===== config.mk =====
export PLATFORM = sky130hd
export DESIGN_NAME = spi_master_multi
export DESIGN_NICKNAME = d
export VERILOG_FILES = /design/src/rtl/spi_multi_pkg.sv /design/src/rtl/spi_multi_fifo.sv /design/src/rtl/spi_master_multi.sv
export SDC_FILE = /design/constraint.sdc
export NUM_CORES = 1
export LEC_CHECK = 0
export CAP_MARGIN = 10
export CORE_AREA = 2 2 130 132
export CTS_CLUSTER_DIAMETER = 120
export CTS_CLUSTER_SIZE = 12
export DETAILED_ROUTE_END_ITERATION = 10
export DIE_AREA = 0 0 132 134
export HOLD_SLACK_MARGIN = 0.1
export PLACE_DENSITY = 0.88
export SYNTH_ARGS = -nofsm -noshare
export SYNTH_HDL_FRONTEND = slang
export SYNTH_HIERARCHICAL = 1
export SYNTH_SLANG_ARGS = --single-unit

===== constraint.sdc =====
create_clock -name PCLK -period 4.7 [get_ports PCLK]
set_input_delay 0.94 -clock PCLK [delete_from_list [all_inputs] [get_ports PCLK]]
set_output_delay 0.94 -clock PCLK [all_outputs]
set_load 0.02 [all_outputs]

===== src/rtl/spi_multi_pkg.sv =====
// Shared register map, CTRL/STATUS bit positions and FSM state encoding
// for the multi-slave SPI master.
package spi_multi_pkg;

   localparam logic [2:0] ADDR_CTRL   = 3'd0;
   localparam logic [2:0] ADDR_BAUD   = 3'd1;
   localparam logic [2:0] ADDR_SSSEL  = 3'd2;
   localparam logic [2:0] ADDR_STATUS = 3'd3;
   localparam logic [2:0] ADDR_TXDATA = 3'd4;
   localparam logic [2:0] ADDR_RXDATA = 3'd5;

   localparam int unsigned CTRL_SPE    = 0;
   localparam int unsigned CTRL_CPOL   = 1;
   localparam int unsigned CTRL_CPHA   = 2;
   localparam int unsigned CTRL_LSBFE  = 3;
   localparam int unsigned CTRL_CONT   = 4;
   localparam int unsigned CTRL_TXEIE  = 5;
   localparam int unsigned CTRL_RXNEIE = 6;
   localparam int unsigned CTRL_OVRIE  = 7;

   localparam int unsigned ST_TXE   = 0;
   localparam int unsigned ST_TXF   = 1;
   localparam int unsigned ST_RXNE  = 2;
   localparam int unsigned ST_RXF   = 3;
   localparam int unsigned ST_BUSY  = 4;
   localparam int unsigned ST_RXOVR = 5;
   localparam int unsigned ST_TXERR = 6;

   typedef enum logic [1:0] {
      S_IDLE,
      S_SETUP,
      S_SHIFT,
      S_HOLD
   } spi_state_t;

endpackage


===== src/rtl/spi_multi_fifo.sv =====
// Show-ahead synchronous FIFO; a pop frees space for a push in the same cycle.
module spi_sync_fifo #(
   parameter int unsigned WIDTH = 8,
   parameter int unsigned DEPTH = 8
) (
   input  logic             clk,
   input  logic             rst,
   input  logic             push,
   input  logic [WIDTH-1:0] wdata,
   input  logic             pop,
   output logic [WIDTH-1:0] rdata,
   output logic             full,
   output logic             empty
);

   localparam int unsigned AW = (DEPTH > 1) ? $clog2(DEPTH) : 1;

   logic [WIDTH-1:0] mem [DEPTH];
   logic [AW:0]      wr_ptr, rd_ptr;
   logic             do_push, do_pop;

   assign empty   = (wr_ptr == rd_ptr);
   assign full    = (wr_ptr[AW] != rd_ptr[AW]) && (wr_ptr[AW-1:0] == rd_ptr[AW-1:0]);
   assign do_pop  = pop & ~empty;
   assign do_push = push & (~full | do_pop);
   assign rdata   = mem[rd_ptr[AW-1:0]];

   always_ff @(posedge clk or posedge rst) begin
      if (rst) begin
         wr_ptr <= '0;
         rd_ptr <= '0;
      end else begin
         if (do_push) wr_ptr <= wr_ptr + (AW+1)'(1);
         if (do_pop)  rd_ptr <= rd_ptr + (AW+1)'(1);
      end
   end

   always_ff @(posedge clk) begin
      if (do_push) mem[wr_ptr[AW-1:0]] <= wdata;
   end

endmodule


===== src/rtl/spi_master_multi.sv =====
// APB-programmed SPI master with TX/RX FIFOs, selectable slave line,
// all four clock modes and optional continuous slave select.
module spi_master_multi
   import spi_multi_pkg::*;
#(
   parameter int unsigned DATA_W     = 8,
   parameter int unsigned NUM_SS     = 4,
   parameter int unsigned FIFO_DEPTH = 8
) (
   input  logic              PCLK,
   input  logic              PRESET,
   input  logic              PSEL,
   input  logic              PENABLE,
   input  logic              PWRITE,
   input  logic [2:0]        PADDR,
   input  logic [15:0]       PWDATA,
   output logic [15:0]       PRDATA,
   output logic              PREADY,
   output logic              PSLVERR,
   output logic              sclk,
   output logic              mosi,
   input  logic              miso,
   output logic [NUM_SS-1:0] ss_n,
   output logic              spi_interrupt_request
);

   localparam int unsigned EW = $clog2(2*DATA_W);

   logic [7:0]        ctrl, baud;
   logic [2:0]        sssel;
   logic              rxovr, txerr, irq_r;
   spi_state_t        state, state_nxt;
   logic [7:0]        div_cnt;
   logic [EW-1:0]     edge_cnt;
   logic [DATA_W-1:0] tx_sr, rx_sr, tx_word, rx_word;
   logic              sclk_r, mosi_r;
   logic [NUM_SS-1:0] ss_r;
   logic              tx_push, tx_pop, tx_full, tx_empty, tx_drop;
   logic              rx_push, rx_pop, rx_full, rx_empty;
   logic [DATA_W-1:0] tx_rdata, rx_rdata;
   logic              load, tick, last_edge, busy, sssel_ok, access, wr;
   logic              spe, cpol, cpha, lsbfe, cont;
   logic [15:0]       status;

   function automatic logic [DATA_W-1:0] bit_order(input logic [DATA_W-1:0] w, input logic lsb);
      logic [DATA_W-1:0] r;
      for (int unsigned i = 0; i < DATA_W; i++) r[i] = w[DATA_W-1-i];
      return lsb ? r : w;
   endfunction

   function automatic logic [NUM_SS-1:0] ss_decode(input logic [2:0] sel);
      logic [NUM_SS-1:0] r;
      r = '1;
      for (int unsigned i = 0; i < NUM_SS; i++) if (32'(sel) == i) r[i] = 1'b0;
      return r;
   endfunction

   assign spe       = ctrl[CTRL_SPE];
   assign cpol      = ctrl[CTRL_CPOL];
   assign cpha      = ctrl[CTRL_CPHA];
   assign lsbfe     = ctrl[CTRL_LSBFE];
   assign cont      = ctrl[CTRL_CONT];
   assign busy      = (state != S_IDLE);
   assign sssel_ok  = (32'(sssel) < NUM_SS);
   assign tick      = (div_cnt == baud);
   assign last_edge = (edge_cnt == EW'(2*DATA_W-1));
   // Shifting is always MSB-first internally; LSB-first frames are reversed at load/unload.
   assign tx_word   = bit_order(tx_rdata, lsbfe);
   assign rx_word   = bit_order(rx_sr, lsbfe);
   assign status    = {9'b0, txerr, rxovr, busy, rx_full, ~rx_empty, tx_full, tx_empty};
   assign access    = PSEL & PENABLE;
   assign wr        = access & PWRITE;
   assign PREADY    = 1'b1;
   assign sclk      = (state == S_IDLE) ? cpol : sclk_r;
   assign mosi      = (state == S_IDLE) ? 1'b0 : mosi_r;
   assign ss_n      = ss_r;
   assign spi_interrupt_request = irq_r;

   spi_sync_fifo #(.WIDTH(DATA_W), .DEPTH(FIFO_DEPTH)) u_tx_fifo (
      .clk(PCLK), .rst(PRESET), .push(tx_push), .wdata(PWDATA[DATA_W-1:0]),
      .pop(tx_pop), .rdata(tx_rdata), .full(tx_full), .empty(tx_empty)
   );

   spi_sync_fifo #(.WIDTH(DATA_W), .DEPTH(FIFO_DEPTH)) u_rx_fifo (
      .clk(PCLK), .rst(PRESET), .push(rx_push), .wdata(rx_word),
      .pop(rx_pop), .rdata(rx_rdata), .full(rx_full), .empty(rx_empty)
   );

   always_ff @(posedge PCLK or posedge PRESET) begin
      if (PRESET) state <= S_IDLE;
      else        state <= state_nxt;
   end

   always_comb begin
      state_nxt = state;
      tx_pop    = 1'b0;
      load      = 1'b0;
      rx_push   = 1'b0;
      case (state)
         S_IDLE: if (spe && !tx_empty && sssel_ok) begin
            state_nxt = S_SETUP;
            tx_pop    = 1'b1;
            load      = 1'b1;
         end
         S_SETUP: if (tick) state_nxt = S_SHIFT;
         S_SHIFT: if (tick && last_edge) state_nxt = S_HOLD;
         S_HOLD: begin
            rx_push = (div_cnt == '0);
            if (tick) begin
               if (spe && cont && !tx_empty) begin
                  state_nxt = S_SETUP;
                  tx_pop    = 1'b1;
                  load      = 1'b1;
               end else begin
                  state_nxt = S_IDLE;
               end
            end
         end
         default: state_nxt = S_IDLE;
      endcase
   end

   always_ff @(posedge PCLK or posedge PRESET) begin
      if (PRESET) begin
         div_cnt  <= '0;
         edge_cnt <= '0;
         tx_sr    <= '0;
         rx_sr    <= '0;
         sclk_r   <= 1'b0;
         mosi_r   <= 1'b0;
         ss_r     <= '1;
      end else begin
         if (state == S_IDLE || tick) div_cnt <= '0;
         else                         div_cnt <= div_cnt + 8'd1;
         if (load) begin
            edge_cnt <= '0;
            sclk_r   <= cpol;
            ss_r     <= ss_decode(sssel);
            if (!cpha) begin
               mosi_r <= tx_word[DATA_W-1];
               tx_sr  <= tx_word << 1;
            end else begin
               tx_sr  <= tx_word;
            end
         end else if (state == S_SHIFT && tick) begin
            sclk_r   <= ~sclk_r;
            edge_cnt <= edge_cnt + EW'(1);
            // Even edges are leading: they sample when CPHA=0, shift when CPHA=1.
            if (edge_cnt[0] == cpha) begin
               rx_sr <= {rx_sr[DATA_W-2:0], miso};
            end else begin
               mosi_r <= tx_sr[DATA_W-1];
               tx_sr  <= tx_sr << 1;
            end
         end else if (state == S_HOLD && tick) begin
            ss_r <= '1;
         end else if (state == S_IDLE) begin
            mosi_r <= 1'b0;
         end
      end
   end

   always_comb begin
      PRDATA  = '0;
      PSLVERR = 1'b0;
      tx_push = 1'b0;
      tx_drop = 1'b0;
      rx_pop  = 1'b0;
      if (access) begin
         case (PADDR)
            ADDR_CTRL:   if (PWRITE) PSLVERR = busy; else PRDATA = {8'h00, ctrl};
            ADDR_BAUD:   if (PWRITE) PSLVERR = busy; else PRDATA = {8'h00, baud};
            ADDR_SSSEL:  if (PWRITE) PSLVERR = busy; else PRDATA = {13'h0000, sssel};
            ADDR_STATUS: if (PWRITE) PSLVERR = |(PWDATA & ~16'h0060); else PRDATA = status;
            ADDR_TXDATA: if (PWRITE) begin
               tx_drop = tx_full & ~tx_pop;
               tx_push = ~tx_drop;
               PSLVERR = tx_drop;
            end
            ADDR_RXDATA: if (PWRITE || rx_empty) begin
               PSLVERR = 1'b1;
            end else begin
               PRDATA = 16'(rx_rdata);
               rx_pop = 1'b1;
            end
            default: PSLVERR = 1'b1;
         endcase
      end
   end

   always_ff @(posedge PCLK or posedge PRESET) begin
      if (PRESET) begin
         ctrl  <= '0;
         baud  <= '0;
         sssel <= '0;
         rxovr <= 1'b0;
         txerr <= 1'b0;
         irq_r <= 1'b0;
      end else begin
         if (wr && !busy) begin
            case (PADDR)
               ADDR_CTRL:  ctrl  <= PWDATA[7:0];
               ADDR_BAUD:  baud  <= PWDATA[7:0];
               ADDR_SSSEL: sssel <= PWDATA[2:0];
               default: ;
            endcase
         end
         if (rx_push && rx_full && !rx_pop)                         rxovr <= 1'b1;
         else if (wr && PADDR == ADDR_STATUS && PWDATA[ST_RXOVR])   rxovr <= 1'b0;
         if (tx_drop)                                               txerr <= 1'b1;
         else if (wr && PADDR == ADDR_STATUS && PWDATA[ST_TXERR])   txerr <= 1'b0;
         irq_r <= (ctrl[CTRL_TXEIE] & tx_empty) | (ctrl[CTRL_RXNEIE] & ~rx_empty)
                | (ctrl[CTRL_OVRIE] & rxovr);
      end
   end

endmodule


Word-level counts from Yosys, hierarchy flattened --
Memories as Yosys holds them, arrays and structs flattened. Cells that the tools add are included. Widths: inputs -> output; s select.
Storage, ports and cells: bits in registers 74, RAM bits 128, logic and storage cells 181, memories kept 2
Memories:
- u_rx_fifo.mem | words 8, bits a word 8, rd ports 1, clocked after Yosys merged registers in 0, wr ports 1, RTL line spi_multi_fifo.sv:18 | logic [WIDTH-1:0] mem [DEPTH];
- u_tx_fifo.mem | words 8, bits a word 8, rd ports 1, clocked after Yosys merged registers in 0, wr ports 1, RTL line spi_multi_fifo.sv:18
Cells by class: $add $sub $neg 6, $lt $le $gt $ge 1, equality and inequality tests 29, multiplexer cells 65, bitwise logic cells 21, reduce and logical (&&, ||, !) cells 39
Operator list (number):
- $mux 8 | 11
- $pmux 8 s5 | 1
- $mux 1 | 39
- $add 4x1->4 const B | 5
- $mux 4 | 5
- $logic_and 1x1->1 | 15
- $reduce_or 14->1 | 1
- $eq 3x2->1 const B | 4
- $ne 2x2->1 const B | 6
- $and 1x1->1 | 10
- $reduce_and 2->1 | 5
- $reduce_bool 2->1 | 5
- $add 8x1->8 const B | 1
- $eq 4x4->1 | 2
- $eq 8x8->1 | 1
- $logic_not 8->1 | 1
- $mux 2 | 4
- $pmux 2 s4 | 1
- $mux 7 | 1
- $not 1->1 | 7
- $eq 3x1->1 const B | 2
- $eq 3x3->1 | 2
- $eq 3x3->1 const B | 2
- $logic_not 3->1 | 2
- other kinds (18) | 28

Logic depth before layout (Yosys ltp) --
word-level depth 15, depth in mapped cells 15, depth with buffers taken out 11

By module --
Netlist, hierarchy kept.
Modules (own cells, without submodules):
- spi_master_multi | times used 1, cells each 330, area an instance 3574.7 um^2
- spi_sync_fifo at u_rx_fifo | times used 1, cells each 151, area an instance 3098.0 um^2
- spi_sync_fifo at u_tx_fifo | times used 1, cells each 152, area an instance 2987.9 um^2

Least setup slack after synthesis --
No wires, ideal clock.
kind reg2reg, start register u_tx_fifo.rd_ptr[0], end memory u_tx_fifo.mem[5][0] (enable), arrival time 3511 ps, required time 4302 ps, setup slack 791 ps, stages on the path, launching flop included 13, clock period less this slack 3909 ps, cells stage by stage dfrtp_1 > buf_6 > xnor2_2 > nand3_2 > buf_6 > nor2_1 > or3b_2 > nor2_1 > a31oi_4 > clkbuf_1 > a21boi_0 > nand2_1 > nor4b_1
On the way: cells in the longest elaborated chain, start to end 15
RTL lines:
- start, declared | RTL line spi_multi_fifo.sv:19 | logic [AW:0] wr_ptr, rd_ptr;
- start signal, assigned | RTL line spi_multi_fifo.sv:34 | if (do_pop) rd_ptr <= rd_ptr + (AW+1)'(1);
- $eq 4x4->1 (*) | RTL line spi_multi_fifo.sv:22 | assign empty = (wr_ptr == rd_ptr);
- named net tx_empty | RTL line spi_master_multi.sv:38 | logic tx_push, tx_pop, tx_full, tx_empty, tx_drop;
- $logic_not 1->1 (*) | RTL line spi_master_multi.sv:100, spi_master_multi.sv:110
- $logic_and 1x1->1, on equally long branches | RTL line spi_master_multi.sv:110, spi_master_multi.sv:100
- $mux 1 or $logic_and 1x1->1 (tied branches) | RTL line spi_master_multi.sv:110, spi_master_multi.sv:100
- $mux 1, on equally long branches | RTL line spi_master_multi.sv:109, spi_master_multi.sv:100
- $pmux 1 s2 (*) | RTL line spi_master_multi.sv:99 | case (state)
- $not 1->1 (no source line) (*)
- $and 1x1->1 (*) | RTL line spi_master_multi.sv:176 | tx_drop = tx_full & ~tx_pop;
- $not 1->1 (*) | RTL line spi_master_multi.sv:177 | tx_push = ~tx_drop;
- $mux 1 (*) | RTL line spi_master_multi.sv:175 | ADDR_TXDATA: if (PWRITE) begin
- $mux 1 (*) | RTL line spi_master_multi.sv:170 | case (PADDR)
- $mux 1 (*) | RTL line spi_master_multi.sv:169 | if (access) begin
- named net tx_push | RTL line spi_master_multi.sv:38
- $and 1x1->1 (*) | RTL line spi_multi_fifo.sv:25 | assign do_push = push & (~full | do_pop);
- $mux 1 (*) | RTL line spi_multi_fifo.sv:39 | if (do_push) mem[wr_ptr[AW-1:0]] <= wdata;
- $mux 1 (not written as such) (*) | RTL line spi_multi_fifo.sv:39
- end, declared | RTL line spi_multi_fifo.sv:18
The timed path passes the listed nets; every way through them passes the cells marked *.

Worst setup path in the final report --
start register u_tx_fifo.wr_ptr[0], end output PSLVERR
On the way: cells in the longest elaborated chain, start to end 11
RTL lines:
- start, declared | RTL line spi_multi_fifo.sv:19
- start signal, assigned | RTL line spi_multi_fifo.sv:33 | if (do_push) wr_ptr <= wr_ptr + (AW+1)'(1);
- $eq 4x4->1 (*) | RTL line spi_multi_fifo.sv:22
- named net tx_empty | RTL line spi_master_multi.sv:38
- $logic_not 1->1 (*) | RTL line spi_master_multi.sv:100, spi_master_multi.sv:110
- $logic_and 1x1->1, on equally long branches | RTL line spi_master_multi.sv:110, spi_master_multi.sv:100
- $mux 1 or $logic_and 1x1->1 (tied branches) | RTL line spi_master_multi.sv:110, spi_master_multi.sv:100
- $mux 1, on equally long branches | RTL line spi_master_multi.sv:109, spi_master_multi.sv:100
- $pmux 1 s2 (*) | RTL line spi_master_multi.sv:99
- $not 1->1 (no source line) (*)
- $and 1x1->1 (*) | RTL line spi_master_multi.sv:176
- $mux 1 (*) | RTL line spi_master_multi.sv:175
- $pmux 1 s4 (*) | RTL line spi_master_multi.sv:170
- $mux 1 (*) | RTL line spi_master_multi.sv:169
- end, declared | RTL line spi_master_multi.sv:19 | output logic PSLVERR,
Marks and branches as above.

==> metrics.md <==
| Metric | Value |
|---|---|
| Status | finished, final reports clean |
| Crit end category | primary output |
| Die Ht | approximately 130 um |
| Latest clock arrival within the worst-skew pair | 0.50 ns |
| Synth Area in Compound Gates | 0.0519 |
| Multi-input gate area | about 3700 um2 |
| Post-synthesis mux area share | 0.180 |
| FF+latch area | ~5700 um2 |
| Maximum fanout along the worst path | 16 |
| Post-Syn Instances | between 600 and 700 |
| Total number of vias | between 5000 and 6000 |
| Clock Skew | between 0.015 and 0.02 ns |
| # hold bufs at CTS | 0 |
| HP Class | reg2reg |
| Number of synthesized register bits | ~200 |
| Main synth FF type | edfxtp_1 |
| RSZ-0062 raised after global routing | false |
| Area fraction of the dominant cell type after synthesis | 0.398 |
| Post-synth EDFFs | around 130 |
| Final period utilization | 0.938 |
| Total GRT Usage | 0.237 |
| Residual DRC count | 0 |
| Post-synthesis xor/xnor area fraction | 0.0391 |
| Initial antenna violation count | 0 |
| Synthesis warning total | 6 |
| Final HPWL DP | around 14000 um |
| Initial Utilization | 0.593 |
| Asr flop ratio synth | 0.366 |
| Post-Synth Simple-Gate Area | 0.0878 |
| Setup CP Type | reg2out |
| Slowest-stage cell, CP | clkdlybuf4s50_1 |
| Largest net degree at the start of global routing | 33 |
| Post_cts resized | 0 |
| Global-route congestion overflow total | 0 |
| Final setup vio count | 0 |
| Htree depth | 1 |
| F_max | ~230 MHz |
| Sequential area share after synthesis | 0.590 |
| Die area | between 15000 and 20000 um2 |
| ANT cells | 0 |
| Row cnt | 47 |
| Top cells by area, synth | edfxtp_1 40%, dfrtp_1 18%, mux4_2 6.8% |
| FF-to-FF path depth | 11 |
| Clk slew on worst S/H paths | 0.06 ns |
| Most common cell in the netlist | edfxtp_1 |
| Vias in the first global route | ~5800 |
| Fill cells | roughly 1100 |
| Largest family of logic cells by synthesized area | multiplexers |
| IO Pins | 50 |
| Setup bufs post-CTS | 0 |
| First-pass GRT wire length | between 30000 and 40000 um |
| Syn Area/Cell | between 15 and 20 um2 |
| Most common library cells after synthesis | 128 x edfxtp_1, 70 x dfrtp_1, 51 x mux2_2 |
| Pins Over Slew Limit | 0 |
| Pwr/cell area | just under 500 nW/um2 |
| TritonCTS clock tree | built |
| Pre-antenna DRT Iters | 5 |
| Post-Route WL | 20400 um |
| Setup_tns | 0 ns |
| Max Root-Sink Buffers | 3 |
| Core area | about 16000 um2 |
| Most common cell on crit path | nor2_1 |
| Die Span X | about 130 um |
| DRT iter0 DRCs | 397 |
| Worst Hold Path Cells | 1 |
| Synthesis-to-finish area growth | 13.0% |
| R2R setup slack | 0.88 ns |
| Avg WL per Cell | 22.1 um |
| Endpoints failing hold | 0 |
| Post-route ant nets | 0 |
| Crit-path cells | xnor2_2 > nand3_2 > nor2_1 > buf_4 > nand4b_1 > nor2_1 > a31oi_4 > nand3_1 > o21ai_0 > clkdlybuf4s50_1 |
| Headroom to the max-slew limit | 0.414 |
| Root Buffer | clkbuf_16 |
| Min cycle time layout | ~4.4 ns |
| Synth cell types | 77 |
| Leakage power | 4.09 nW |
| CP peak stage delay | roughly 0.67 ns |
| Utilization after layout | 0.670 |
| Clock sinks | about 200 |
| Final Wtd Congestion | 0.845 |
| Fraction of layout cells with a size suffix above 1 | 0.248 |
| VDD IR max | 0.426 mV |
| Nets | approximately 730 |
| Drt via density | approximately 6.2 |
| PortBufs | 40 |
| Max cap viols | 0 |
| Measured slew at the worst slew-check pin | around 0.88 ns |
| Cts bufs inserted | 20 |
| Cell taking the most area after synthesis | edfxtp_1 |
| Cell Area, Synth | 9660 um2 |
| Critical Path Start Type | register |
| Worst Path Required | about 3.8 ns |
| Crit path DAT | around 3.5 ns |
| Synth Area in Adders | 0.0155 |
## flip-flops by register name, indices dropped and copies added, names as in the netlist, 2 cells and up
register / count
u_rx_fifo/mem: 64
u_rx_fifo/rd_ptr: 4
state: 2
tx_sr: 8
baud: 8
div_cnt: 8
u_tx_fifo/mem: 64
sssel: 3
u_tx_fifo/wr_ptr: 4
edge_cnt: 4
ss_n: 4
u_rx_fifo/wr_ptr: 4
u_tx_fifo/rd_ptr: 4
ctrl: 8
rx_sr: 8
## routing by layer
layer  vias to the layer above  track usage  routed length [um]
met4                         0       0.0713                 565
li1                       2540            -                   -
met2                       231        0.407               10400
met3                        42       0.0408                1190
met5                         -            0                   0
met1                      2894        0.315                8250
## critical path, delay by kind of cell (launching register included)
family	cells	cell delay (ns)
AOI/OAI and AO/OA	2	0.58
and+or+nand+nor	5	0.83
DFF	1	0.50
xor gates and xnor gates	1	0.23
buffers and inverters	2	0.83
## cell type report
type,instances,share of cell area
clock buffer,36,0.0542
sequential,202,0.522
inverter,12,0.00413
timing repair buffer,73,0.0594
tap,220,0.0252
multi-input combinational,382,0.335
## report_power, final
group / leakage, nW / switching, mW / internal, mW / total (mW)
Combinational: 1.65 / 0.778 / 0.689 / 1.47
Clock: 0.283 / 0.623 / 0.846 / 1.47
Sequential: 2.16 / 0.249 / 2.13 / 2.38
## per-stage QoR
stage | area, um2 | worst slack, ns | hold WS, ns | std cells | power [mW]
6_report | 10900 | 0.291 | 0.498 | 925 | 5.31
5_1_grt | 10900 | 0.112 | 0.540 | 925 | 5.55
4_1_cts | 10900 | 0.293 | 0.502 | 925 | 5.33
3_5_place_dp | 10300 | 0.377 | 0.488 | 889 | 3.85
3_3_place_gp | 10300 | 0.481 | 0.476 | 889 | 3.75
2_1_floorplan | 9690 | 0.791 | 0.465 | 640 | 3.50
## cells in the final DEF (no fill, tap or decap), drive strengths merged, types with 6 or more instances in the layout
| cell | netlist | routed |
|---|---|---|
| a21oi | 9 | 9 |
| a22o | 7 | 7 |
| buf | 32 | 33 |
| clkbuf | 12 | 36 |
| clkdlybuf4s50 | 0 | 40 |
| conb | 2 | 9 |
| dfrtp | 70 | 70 |
| edfxtp | 128 | 128 |
| ha | 12 | 12 |
| inv | 12 | 12 |
| mux2 | 60 | 60 |
| mux2i | 17 | 17 |
| mux4 | 37 | 37 |
| nand2 | 29 | 29 |
| nand3 | 16 | 16 |
| nand4 | 6 | 6 |
| nor2 | 33 | 33 |
| nor3 | 17 | 17 |
| nor4 | 11 | 11 |
| o21ai | 12 | 12 |
| xnor2 | 19 | 19 |
| xor2 | 19 | 19 |
## cells by family after synthesis
group,Yosys count
AO/OA/AOI/OAI,62
XOR/XNOR,38
adder cells (fa/ha/maj),12
buffers and inverters,56
flip-flops,202
multiplexers,114
other,2
AND/OR/NAND/NOR,147
## path summary, 6_finish.rpt
kind | startpoint | end
min in group asynchronous | PRESET | u_tx_fifo/rd_ptr[1]
max in group asynchronous | PRESET | ss_n[2]
hold / removal | txerr | txerr
hold reg to reg | txerr | txerr
setup reg to reg | u_tx_fifo/wr_ptr[0] | u_tx_fifo/mem[5][3]
setup / recovery | u_tx_fifo/wr_ptr[0] | PSLVERR
(Power assumes the default switching activity.)
